### config.mk
export PLATFORM = sky130hd
export DESIGN_NAME = inst_fetch
export DESIGN_NICKNAME = d
export VERILOG_FILES = /design/src/rtl/inst_fetch_pkg.sv /design/src/rtl/fetch_buf.sv /design/src/rtl/inst_fetch.sv
export SDC_FILE = /design/constraint.sdc
export NUM_CORES = 1
export LEC_CHECK = 0
export CORE_MARGIN = 1
export CORE_UTILIZATION = 32
export CTS_CLUSTER_SIZE = 28
export DETAILED_ROUTE_END_ITERATION = 10
export HOLD_SLACK_MARGIN = 0.03
export PLACE_DENSITY = 0.58
export SLEW_MARGIN = 40
export SYNTH_ARGS = -nofsm -noshare
export SYNTH_HDL_FRONTEND = slang
export SYNTH_HIERARCHICAL = 1
export SYNTH_SLANG_ARGS = --single-unit
### constraint.sdc
create_clock -name clk -period 5.2 [get_ports clk]
set_clock_uncertainty 0.15 [all_clocks]
set_input_delay 0.52 -clock clk [delete_from_list [all_inputs] [get_ports clk]]
set_output_delay 0.52 -clock clk [all_outputs]
set_load 0.01 [all_outputs]
### src/rtl/inst_fetch_pkg.sv
// Shared fetch-stage types and constants for the AKARIN RV32I pipeline.
// Latency: n/a (types only).
// Backpressure: n/a.
package inst_fetch_pkg;

  localparam int          FETCH_DEPTH = 4;
  localparam logic [31:0] INST_NOP    = 32'h0000_0013;  // addi x0, x0, 0

  // One fetch-buffer slot: word PC, returned instruction, response-arrived flag.
  typedef struct packed {
    logic [29:0] pc;
    logic [31:0] inst32;
    logic        filled;
  } fetchEntry_t;

  // Decode -> fetch: next word PC to fetch.
  typedef struct packed {
    logic [29:0] pc;
    logic        pcValid;
  } dec2ifPkt;

  // Fetch -> decode: instruction presented this cycle.
  typedef struct packed {
    logic [29:0] pc;
    logic [31:0] inst32;
    logic        instValid;
  } if2decPkt;

endpackage

### src/rtl/fetch_buf.sv
// In-order fetch ring: alloc on request, fill on response, pop to decode.
// Latency: writes visible the cycle after the strobe; head/occ/inflight are registered.
// Backpressure: none internally; the owner must only alloc while occ < DEPTH (macro AKARIN_FETCH_BYPASS_EN adds fill_at_head_o).
module fetch_buf
  import inst_fetch_pkg::*;
#(
  parameter int DEPTH = FETCH_DEPTH,
  localparam int PW   = $clog2(DEPTH) + 1
) (
  input  logic          clk,
  input  logic          rst,
  input  logic          alloc_i,
  input  logic [29:0]   alloc_pc_i,
  input  logic          fill_i,
  input  logic [31:0]   fill_inst_i,
  input  logic          pop_i,
  input  logic          flush_i,
  output fetchEntry_t   head_o,
  output logic [PW-1:0] occ_o,
  output logic [PW-1:0] inflight_o
`ifdef AKARIN_FETCH_BYPASS_EN
  ,
  output logic          fill_at_head_o
`endif
);

  localparam int IW = PW - 1;

  // Pointers carry one extra wrap bit so full and empty are distinguishable.
  logic [PW-1:0] tail_q, tail_d;
  logic [PW-1:0] fill_q, fill_d;
  logic [PW-1:0] head_q, head_d;
  fetchEntry_t   ent_q [DEPTH];

  // Pointer advance; a flush collapses head and fill onto tail.
  always_comb begin
    tail_d = tail_q;
    fill_d = fill_q;
    head_d = head_q;
    if (flush_i) begin
      fill_d = tail_q;
      head_d = tail_q;
    end else begin
      if (alloc_i) tail_d = tail_q + PW'(1);
      if (fill_i)  fill_d = fill_q + PW'(1);
      if (pop_i)   head_d = head_q + PW'(1);
    end
  end

  // Pointer registers.
  always_ff @(posedge clk or negedge rst) begin
    if (!rst) begin
      tail_q <= '0;
      fill_q <= '0;
      head_q <= '0;
    end else begin
      tail_q <= tail_d;
      fill_q <= fill_d;
      head_q <= head_d;
    end
  end

  // Slot storage: alloc records the PC and clears filled, fill stores the word.
  always_ff @(posedge clk or negedge rst) begin
    if (!rst) begin
      for (int i = 0; i < DEPTH; i++) ent_q[i] <= '0;
    end else begin
      if (alloc_i && !flush_i) begin
        ent_q[tail_q[IW-1:0]].pc     <= alloc_pc_i;
        ent_q[tail_q[IW-1:0]].filled <= 1'b0;
      end
      if (fill_i && !flush_i) begin
        ent_q[fill_q[IW-1:0]].inst32 <= fill_inst_i;
        ent_q[fill_q[IW-1:0]].filled <= 1'b1;
      end
    end
  end

  assign head_o     = ent_q[head_q[IW-1:0]];
  assign occ_o      = tail_q - head_q;
  assign inflight_o = tail_q - fill_q;
`ifdef AKARIN_FETCH_BYPASS_EN
  assign fill_at_head_o = (fill_q == head_q);
`endif

endmodule

### src/rtl/inst_fetch.sv
// Instruction fetch: issues in-order imem requests for decode's PC and presents returned words to decode.
// Latency: accept at T, response at T+k -> instValid at T+k+1 (T+k with AKARIN_FETCH_BYPASS_EN defined).
// Backpressure: fetchBusy_o when the buffer is full, imem not ready, or flushing; stall holds the head entry.
module inst_fetch
  import inst_fetch_pkg::*;
#(
  parameter int DEPTH = FETCH_DEPTH  // power of 2, >= 2
) (
  input  logic        clk,
  input  logic        rst,
  input  logic        stall,
  input  logic        flush_i,
  input  dec2ifPkt    dec2if_i,
  output logic        fetchBusy_o,
  output if2decPkt    if2dec_o,
  output logic        imemReq_o,
  output logic [29:0] imemAddr_o,
  input  logic        imemRdy_i,
  input  logic        imemRvalid_i,
  input  logic [31:0] imemRdata_i
);

  localparam int PW    = $clog2(DEPTH) + 1;
  // Room for several flushes' worth of abandoned requests still in memory.
  localparam int CNT_W = PW + 3;

  fetchEntry_t      head;
  logic [PW-1:0]    occ;
  logic [PW-1:0]    inflight;
  logic [CNT_W-1:0] dropCnt_q, dropCnt_d;
  logic             canIssue;
  logic             accept;
  logic             orphan;
  logic             respUsed;
  logic             fillEn;
  logic             pop;
`ifdef AKARIN_FETCH_BYPASS_EN
  logic             fillAtHead;
`endif

  // Issue gating uses registered occupancy only, never pcValid, to keep stall loop-free.
  assign canIssue    = (occ < PW'(DEPTH)) && imemRdy_i && !flush_i;
  assign accept      = dec2if_i.pcValid && canIssue;
  assign fetchBusy_o = !canIssue;
  assign imemReq_o   = accept;
  assign imemAddr_o  = dec2if_i.pc;

  // A response is orphaned when nothing is outstanding, live or abandoned.
  assign orphan   = (dropCnt_q == '0) && (inflight == '0);
  assign respUsed = imemRvalid_i && !orphan;
  assign fillEn   = respUsed && (dropCnt_q == '0) && !flush_i;

  // Decode view: head entry when filled, optional same-cycle bypass, else NOP bubble.
  always_comb begin
    if2dec_o.pc        = head.pc;
    if2dec_o.inst32    = INST_NOP;
    if2dec_o.instValid = 1'b0;
    if (!flush_i && (occ != '0)) begin
      if (head.filled) begin
        if2dec_o.inst32    = head.inst32;
        if2dec_o.instValid = 1'b1;
      end
`ifdef AKARIN_FETCH_BYPASS_EN
      else if (fillAtHead && imemRvalid_i && (dropCnt_q == '0)) begin
        if2dec_o.inst32    = imemRdata_i;
        if2dec_o.instValid = 1'b1;
      end
`endif
    end
  end

  assign pop = if2dec_o.instValid && !stall;

  // Drop counter: a flush adds every live in-flight request to those already abandoned;
  // a response arriving in the flush cycle retires one of them immediately.
  always_comb begin
    dropCnt_d = dropCnt_q;
    if (flush_i) begin
      dropCnt_d = dropCnt_q + CNT_W'(inflight) - CNT_W'(respUsed);
    end else if (imemRvalid_i && (dropCnt_q != '0)) begin
      dropCnt_d = dropCnt_q - CNT_W'(1);
    end
  end

  // Drop counter register.
  always_ff @(posedge clk or negedge rst) begin
    if (!rst) dropCnt_q <= '0;
    else      dropCnt_q <= dropCnt_d;
  end

  fetch_buf #(.DEPTH(DEPTH)) u_buf (
    .clk         (clk),
    .rst         (rst),
    .alloc_i     (accept),
    .alloc_pc_i  (dec2if_i.pc),
    .fill_i      (fillEn),
    .fill_inst_i (imemRdata_i),
    .pop_i       (pop),
    .flush_i     (flush_i),
    .head_o      (head),
    .occ_o       (occ),
    .inflight_o  (inflight)
`ifdef AKARIN_FETCH_BYPASS_EN
    ,
    .fill_at_head_o(fillAtHead)
`endif
  );

  // Memory must never answer a request that was not made.
  a_no_orphan_resp: assert property (@(posedge clk) disable iff (!rst) imemRvalid_i |-> !orphan);

endmodule

; Word level (Yosys, flattened, before mapping)
; Index checks and enable logic that the tools add are counted.
[totals]
register_bits = 267
[op_classes]
n_bitwise = 4
reduce_logical = 26
n_addsub = 8
n_mux = 25
magnitude_cmp = 6
[ops]
columns = op, n
row1 = $bwmux 252, 4
row2 = $demux 63 s2, 4
row3 = $mux 252, 2
row4 = $mux 63, 3
row5 = $bmux 63 s2, 1
row6 = $mux 33, 3
row7 = $logic_and 1x1->1, 14
row8 = $mux 3, 4
row9 = $mux 6, 2
row10 = $add 3x1->3 const B, 3
row11 = $ge 3x3->1 const B, 3
row12 = $not 2->3, 3
row13 = $add 6x3->6, 1
row14 = $logic_not 6->1, 1
row15 = $lt 3x1->1 const B, 2
row16 = $reduce_bool 2->1, 3
row17 = $reduce_bool 6->1, 1
row18 = $sub 3x3->3, 2
row19 = $sub 6x1->6, 1
row20 = $sub 6x1->6 const B, 1
row21 = $logic_not 1->1, 4
row22 = $logic_not 3->1, 1
row23 = $lt 3x3->1 const B, 1
row24 = $reduce_bool 3->1, 1
row25 = 3 further kinds, 4

; Depth between registers and ports, before layout
; Gate-level depths: netlist of run 1.
[depth]
word_depth = 11
depth_mapped = 15

; Cells and area by module
; Netlist of run 1, hierarchy kept.
[modules_own_cells]
columns = mod, cells_per_inst, area_per_inst_um2, seq_area_each_um2, n_inst
row1 = fetch_buf, 676, 12017.8, 6531.3, 1
row2 = inst_fetch, 154, 1201.2, 150.1, 1

; Worst setup path after synthesis of run 1
; No wires, ideal clock.
[synth_path]
path_type = reg-to-reg
startpoint = reg u_buf.tail_q[0]
endpoint = reg dropCnt_q[4]
stages_incl_launch_ff = 16
setup_time_ns = 0.120
arrival_ns = 3.377
path_slack_ns = 1.553
period_less_slack_ns = 3.647
path_cell_list = dfrtp_1 inv_1 ha_1 fa_1 xnor2_1 xnor2_1 o41a_2 ha_1 inv_1 ha_1 inv_1 fa_1 nor2b_1 o21ai_0 a211o_1 o211a_1
[synth_via]
elab_chain_len = 7
word_cells_on_any_way = 8
[synth_lines]
columns = item, line
row1 = start: declaration, fetch_buf.sv:30  ; logic [PW-1:0] tail_q, tail_d;
row2 = start signal: assignment, fetch_buf.sv:57  ; tail_q <= tail_d;
row3 = $sub 3x3->3 *, fetch_buf.sv:81  ; assign inflight_o = tail_q - fill_q;
row4 = named net inflight[2], inst_fetch.sv:29  ; logic [PW-1:0] inflight;
row5 = branches (longest 4 deep; another with $add 6x3->6), -
row6 = $sub 6x1->6 *, inst_fetch.sv:79  ; dropCnt_d = dropCnt_q + CNT_W'(inflight) - CNT_W'(respUsed);
row7 = $mux 6 *, inst_fetch.sv:78  ; if (flush_i) begin
row8 = end signal: assignment, inst_fetch.sv:88  ; else dropCnt_q <= dropCnt_d;
row9 = end: declaration, inst_fetch.sv:30  ; logic [CNT_W-1:0] dropCnt_q, dropCnt_d;
; Mark *: on every way through the listed nets, which the timed path passes.
; A chain may end at the register's enable or synchronous reset.

==> results of run 1 <==
## cell usage in the layout, fill, tap and decap left out, types with 2 or more instances in the layout
| cell | netlist | routed |
|---|---|---|
| and2_1 | 29 | 29 |
| xnor2_1 | 13 | 13 |
| bufinv_16 | 0 | 3 |
| mux2i_1 | 7 | 7 |
| mux2_2 | 134 | 134 |
| inv_1 | 30 | 30 |
| nor2b_1 | 4 | 4 |
| and3b_2 | 0 | 4 |
| and4b_1 | 2 | 2 |
| clkbuf_8 | 0 | 6 |
| nand2b_1 | 4 | 4 |
| nor2_1 | 3 | 3 |
| nand3b_2 | 4 | 4 |
| clkdlybuf4s50_1 | 0 | 162 |
| nand3_1 | 2 | 2 |
| nand2_1 | 4 | 4 |
| clkbuf_1 | 3 | 8 |
| mux4_2 | 63 | 63 |
| a21oi_1 | 2 | 2 |
| a211oi_1 | 4 | 4 |
| buf_4 | 38 | 16 |
| o211a_1 | 2 | 2 |
| clkbuf_16 | 0 | 31 |
| fa_1 | 3 | 3 |
| clkinvlp_4 | 0 | 2 |
| and3_1 | 2 | 2 |
| nand4_1 | 2 | 2 |
| buf_12 | 0 | 2 |
| mux2_4 | 115 | 115 |
| dfrtp_1 | 267 | 265 |
| nor3_1 | 4 | 4 |
| o21ai_0 | 11 | 11 |
| clkinv_2 | 0 | 4 |
| ha_1 | 23 | 23 |
## layer usage
metal  up-vias  GRT usage [%]  wire, um
met5         -              0        13
met4         2           2.91       539
li1       3261              -         -
met1      3856           19.6     13400
met3        40           3.42      1690
met2       154           22.5     13400
## logic make-up (layout without fill, tap and decap cells)
kind of cell / Yosys count / after routing / synth area share [%]
compound gates: 27 / 27 / 1.56
xor+xnor: 14 / 14 / 0.928
fa+ha+maj: 26 / 26 / 2.63
buf+inv: 110 / 271 / 5.23
flops: 267 / 267 / 50.5
mux: 319 / 319 / 35.7
other cells: 0 / 1 / 0
simple gates: 67 / 67 / 3.36
## power by group through the flow
stage	sequential [W]	combinational, W	clock, W
after global routing	0.00320	0.00354	0.00236
after global placement	0.00313	0.00322	0
after CTS	0.00311	0.00327	0.00228
final	0.00311	0.00324	0.00221
after floorplan	0.00294	0.00237	0
after detailed placement	0.00313	0.00326	0
## flip-flops by register name (all words and copies together), names as in the netlist
signal / cells
u_buf/tail_q: 3
u_buf/fill_q: 3
dropCnt_q: 6
u_buf/head_q: 3
u_buf/ent_q: 252
## worst max path at each step
stage / cells past startpoint / to / slack [ps]
6_report: 8 / if2dec_o[9] / 940
3_5_place_dp: 9 / u_buf/ent_q[186]$_DFFE_PN0P_ / 1360
3_3_place_gp: 9 / u_buf/ent_q[168]$_DFFE_PN0P_ / 1380
5_1_grt: 8 / if2dec_o[10] / 690
4_1_cts: 8 / if2dec_o[9] / 810
2_1_floorplan: 15 / dropCnt_q[4]$_DFFE_PN0P_ / 1550
## through the flow
| stage | area (um^2) | hold WS [ps] | utilization, % |
|---|---|---|---|
| global placement | 15100 | 332 | 37.0 |
| finish | 16200 | 281 | 39.7 |
| floorplan | 13200 | 74.4 | - |
| detailed placement | 15100 | 282 | 37.1 |
| global route | 16200 | 291 | 39.7 |
| CTS | 16200 | 277 | 39.6 |
## final cells by class
class                           instances  area (um^2)
Fill cell                            3807        24600
Sequential cell                       267         6690
Multi-Input combinational cell        453         5850
Timing Repair Buffer                  184         1850
Clock buffer                           45          888
Tap cell                              532          666
Clock inverter                         12          154
Inverter                               30          113
Antenna cell                            1         2.50
==> impl_metrics.json, run 1 <==
{
  "status": "complete, no violations",
  "avgSynthCellArea_um2": 15.9,
  "tritoncts": "done",
  "cts_setup_buffers": 0,
  "gp_congestion": 0.721,
  "required_ps": 4530,
  "power.share.sequential_pct": 36.3,
  "worstHoldPathType": "input port to asynchronous set/reset pin",
  "synth_flop_cell": "dfrtp_1",
  "drc": 0,
  "placementRows": 74,
  "hold_viol_final": 0,
  "vias": 7313,
  "cp_slowest_stage_delay_ps": 740,
  "ys_seq_elements": 267,
  "crit_family": "buffers and inverters",
  "ys_warn_count": 6,
  "timing.rr.end": "dropCnt_q[4]$_DFFE_PN0P_",
  "die_x_um": 205,
  "tns_ps": 0,
  "swShare_pct": 30.4,
  "antenna_found_initial": 2,
  "worst_pin_slew_ps": 793,
  "core-area_mm2": 0.0408,
  "grt_pass1_vias": 7954,
  "cts_hold_buf": 1,
  "syn_inst": 830,
  "place_worst_setup_slack_ps": 1360,
  "start_util_pct": 32.4,
  "grt_max_degree": 96,
  "layoutNonFillerInstCount": 1524,
  "p_total_w": 0.00855,
  "combPwrFrac_pct": 37.8,
  "path_clk_slew_ps": 60,
  "worstSetupPathType": "register to output pin",
  "p_per_area_mw_per_mm2": 528,
  "dp_hpwl_mm": 18.1,
  "switchingPower_w": 0.00260,
  "clockPowerShare_pct": 25.8,
  "slew_violations": 0,
  "dieArea_mm2": 0.0421,
  "nNetsFinal": 1062,
  "startpoint": "u_buf/head_q[0]$_DFFE_PN0P_",
  "num_io_pins": 164,
  "grt_use_total_pct": 14.2,
  "finalCritPeriodShare_pct": 81.9,
  "synth_nets": 925,
  "die_y_um": 205,
  "final.min_clock_period_ps": 4260,
  "synth.area.top_cells": "dfrtp_1, mux2_4, mux2_2",
  "numClockSinks": 267,
  "path_common_cell": "xnor2_1",
  "ir_worst_vdd_mv": 0.225,
  "htreeDepth": 1,
  "startpoint_type": "register",
  "max_freq_mhz": 235,
  "clock-root-buffer": "clkbuf_16",
  "ant_nets": 0,
  "dr.pass1.iters": 4,
  "setup_violations": 0,
  "area_growth_pct": 22.6,
  "grt_pass1_wl_mm": 46.5,
  "syn-cell-area_mm2": 0.0132,
  "yosysMostFrequentCell": "dfrtp_1",
  "reg2reg_from": "u_buf/tail_q[0]$_DFFE_PN0N_",
  "timing.critical_path.buf_inv": 2,
  "rsz0062_at_grt": "false",
  "synth_common_cells": "dfrtp_1, mux2_2, mux2_4, mux4_2, buf_4",
  "clockBufferDepth": 3,
  "dp_cells": 1464,
  "totalWireLength_mm": 29.0,
  "synth-edff-count": 0,
  "postCtsResizedCells": 0,
  "post_drt_via_cell_ratio": 4.80,
  "rrSetupSlack_ps": 1350,
  "avgRoutedWirePerCell_um": 19.0,
  "drive_gt1_share_pct": 39.9,
  "critPathArrivalTime_ps": 3590,
  "synth_top_area_cell": "dfrtp_1",
  "r2r_cells": 15,
  "drt_iter0_markers": 273,
  "synth_top_area_share_pct": 50.5,
  "leakage_nw": 7.49,
  "endpoint_kind": "output pin",
  "p_int_w": 0.00595,
  "cts-buffers-inserted": 31,
  "crit_chain": "ha_1, fa_1, xnor2_1, xnor2_1, o311a_1, buf_4, and2_1, clkdlybuf4s50_1",
  "globalRouteOverflowTotal": 0,
  "setup_ws_ps": 940,
  "crit_slowest_cell": "dfrtp_4",
  "crit_fanout": 34,
  "maxSlewHeadroom_pct": 47.2,
  "maxCapViolations": 0,
  "insertion_delay_ps": 570,
  "synthArstFlopShare_pct": 100,
  "yosysUniqueCellTypes": 41,
  "seq_area_frac_synth_pct": 50.5,
  "numPortBuffers": 163
}
No activity file was read; power rests on OpenSTA's default activity.
==> run 2: changes to the inputs <==
--- a/config.mk
+++ b/config.mk
@@ -10,7 +10,7 @@
 export CTS_CLUSTER_SIZE = 28
 export DETAILED_ROUTE_END_ITERATION = 10
 export HOLD_SLACK_MARGIN = 0.03
-export PLACE_DENSITY = 0.58
+export PLACE_DENSITY = 0.6
 export SLEW_MARGIN = 40
 export SYNTH_ARGS = -nofsm -noshare
 export SYNTH_HDL_FRONTEND = slang
==> constraint.sdc (replaced) <==
create_clock -name clk -period 3.8 [get_ports clk]
set_clock_uncertainty 0.15 [all_clocks]
set_input_delay 0.38 -clock clk [delete_from_list [all_inputs] [get_ports clk]]
set_output_delay 0.38 -clock clk [all_outputs]
set_load 0.01 [all_outputs]
==> impl_metrics.json, run 2 (synthesized netlist as in run 1, its figures left out) <==
{
  "clockBufferDepth": 3,
  "drive_gt1_share_pct": 41.5,
  "crit_family": "adder cells",
  "numPortBuffers": 163,
  "maxCapViolations": 0,
  "dp_hpwl_mm": 17.8,
  "die_y_um": 205,
  "placementRows": 74,
  "slew_violations": 0,
  "final_cell_area_mm2": 0.0164,
  "nNetsFinal": 1073,
  "startpoint_type": "register",
  "ir_worst_vdd_mv": 0.347,
  "final.min_clock_period_ps": 3710,
  "endpoint_kind": "register",
  "crit_slowest_cell": "o41a_2",
  "r2r_cells": 15,
  "die_x_um": 205,
  "totalWireLength_mm": 29.3,
  "vias": 7316,
  "area_growth_pct": 24.1,
  "leakage_nw": 7.74,
  "start_util_pct": 32.4,
  "timing.critical_path.buf_inv": 3,
  "htreeDepth": 1,
  "antenna_found_initial": 2,
  "crit_cells": 15,
  "path_clk_slew_ps": 60,
  "max_freq_mhz": 270,
  "drc": 2,
  "final_util_pct": 40.2,
  "grt_pass1_wl_mm": 46.7,
  "core-area_mm2": 0.0408,
  "worstSetupPathType": "register to register",
  "dieArea_mm2": 0.0421,
  "crit_chain": "inv_2, ha_1, fa_2, xnor2_2, xnor2_1, o41a_2, ha_1, inv_1, ha_2, inv_1, fa_1, nor2b_1, o21ai_0, a211o_1, o211a_1",
  "cp_slowest_stage_delay_ps": 500,
  "largest_reg_flops": 252,
  "place_worst_setup_slack_ps": 53.1,
  "nFillCells": 3803,
  "drt_iter0_markers": 268,
  "status": "complete, but fails checks",
  "setup_ws_ps": 92.9,
  "crit_fanout": 3,
  "insertion_delay_ps": 560,
  "cts-buffers-inserted": 31,
  "dpl_cell_area_mm2": 0.0153,
  "grt_max_degree": 95,
  "worst_pin_slew_ps": 666,
  "maxSlewHeadroom_pct": 55.6,
  "tritoncts": "done",
  "rsz0062_at_grt": "true",
  "worstHoldPathType": "input port to asynchronous set/reset pin",
  "hold_viol_final": 0,
  "final_common_cell": "dfrtp_1",
  "tns_ps": 0,
  "p_total_w": 0.0118,
  "avgRoutedWirePerCell_um": 19.1,
  "setup_violations": 0,
  "violations": "DRC",
  "ant_nets": 0,
  "grt_use_total_pct": 14.2,
  "required_ps": 4090,
  "post_drt_via_cell_ratio": 4.77,
  "globalRouteOverflowTotal": 0,
  "num_io_pins": 164,
  "rrSetupSlack_ps": 90,
  "gp_congestion": 0.727,
  "critPathArrivalTime_ps": 4000,
  "p_per_area_mw_per_mm2": 722,
  "numClockSinks": 267,
  "finalCritPeriodShare_pct": 97.6,
  "layout_common_cells": "dfrtp_1, mux2_2, clkdlybuf4s50_1",
  "largest-register": "u_buf/ent_q",
  "largestRegisters": "u_buf/ent_q (252), dropCnt_q (6)",
  "grt_pass1_vias": 7955,
  "clock-root-buffer": "clkbuf_16",
  "dr.pass1.iters": 7
}
run 2: layout make-up:
type                       instances  area (um^2)  share of cell area, %
sequential                       267         6690                   40.8
multi-input combinational        453         5900                   35.9
timing repair buffer             195         2030                   12.4
clock buffer                      45          878                   5.35
tap                              532          666                   4.06
clock inverter                    11          130                  0.793
inverter                          30          113                  0.686
antenna                            1         2.50                 0.0152
run 2: report_power, final:
part           leakage, nW  switching, W  internal [W]  total [W]
combinational         3.65       0.00197       0.00277    0.00474
sequential            3.60      0.000467       0.00367    0.00414
clock                0.502       0.00116       0.00179    0.00296
run 2: through the flow:
step | hold slack [ps] | cells
2_1_floorplan | -65.6 | 830
3_3_place_gp | 320 | 1472
3_5_place_dp | 319 | 1472
4_1_cts | 308 | 1529
5_1_grt | 137 | 1533
6_report | 135 | 1534
run 2: final timing paths:
| kind | from | end |
|---|---|---|
| setup / recovery | u_buf/tail_q[0]$_DFFE_PN0N_ | dropCnt_q[4]$_DFFE_PN0P_ |
| hold / removal | rst | u_buf/ent_q[245]$_DFFE_PN0P_ |
| setup reg to reg | u_buf/tail_q[0]$_DFFE_PN0N_ | dropCnt_q[4]$_DFFE_PN0P_ |
| hold reg to reg | u_buf/ent_q[6]$_DFFE_PN0P_ | u_buf/ent_q[6]$_DFFE_PN0P_ |
| max in group asynchronous | rst | u_buf/ent_q[76]$_DFFE_PN0P_ |
| min in group clk | u_buf/ent_q[6]$_DFFE_PN0P_ | u_buf/ent_q[6]$_DFFE_PN0P_ |
run 2: repair_timing:
item / CTS / global route
pin swaps: 0 / 3
buffers inserted: 0 / 2
setup endpoints to repair: 32 / 30
resized for setup: 31 / 20
endpoints found under the hold margin: 90 / 0
hold buffers: 1 / 0
cloned: 0 / 1
run 2: layer usage:
layer  part of all wire, %  track usage [%]
met1                    46             19.7
met2                    46             22.7
met3                   6.1             3.37
met4                   1.5             2.88
met5                 0.031                0
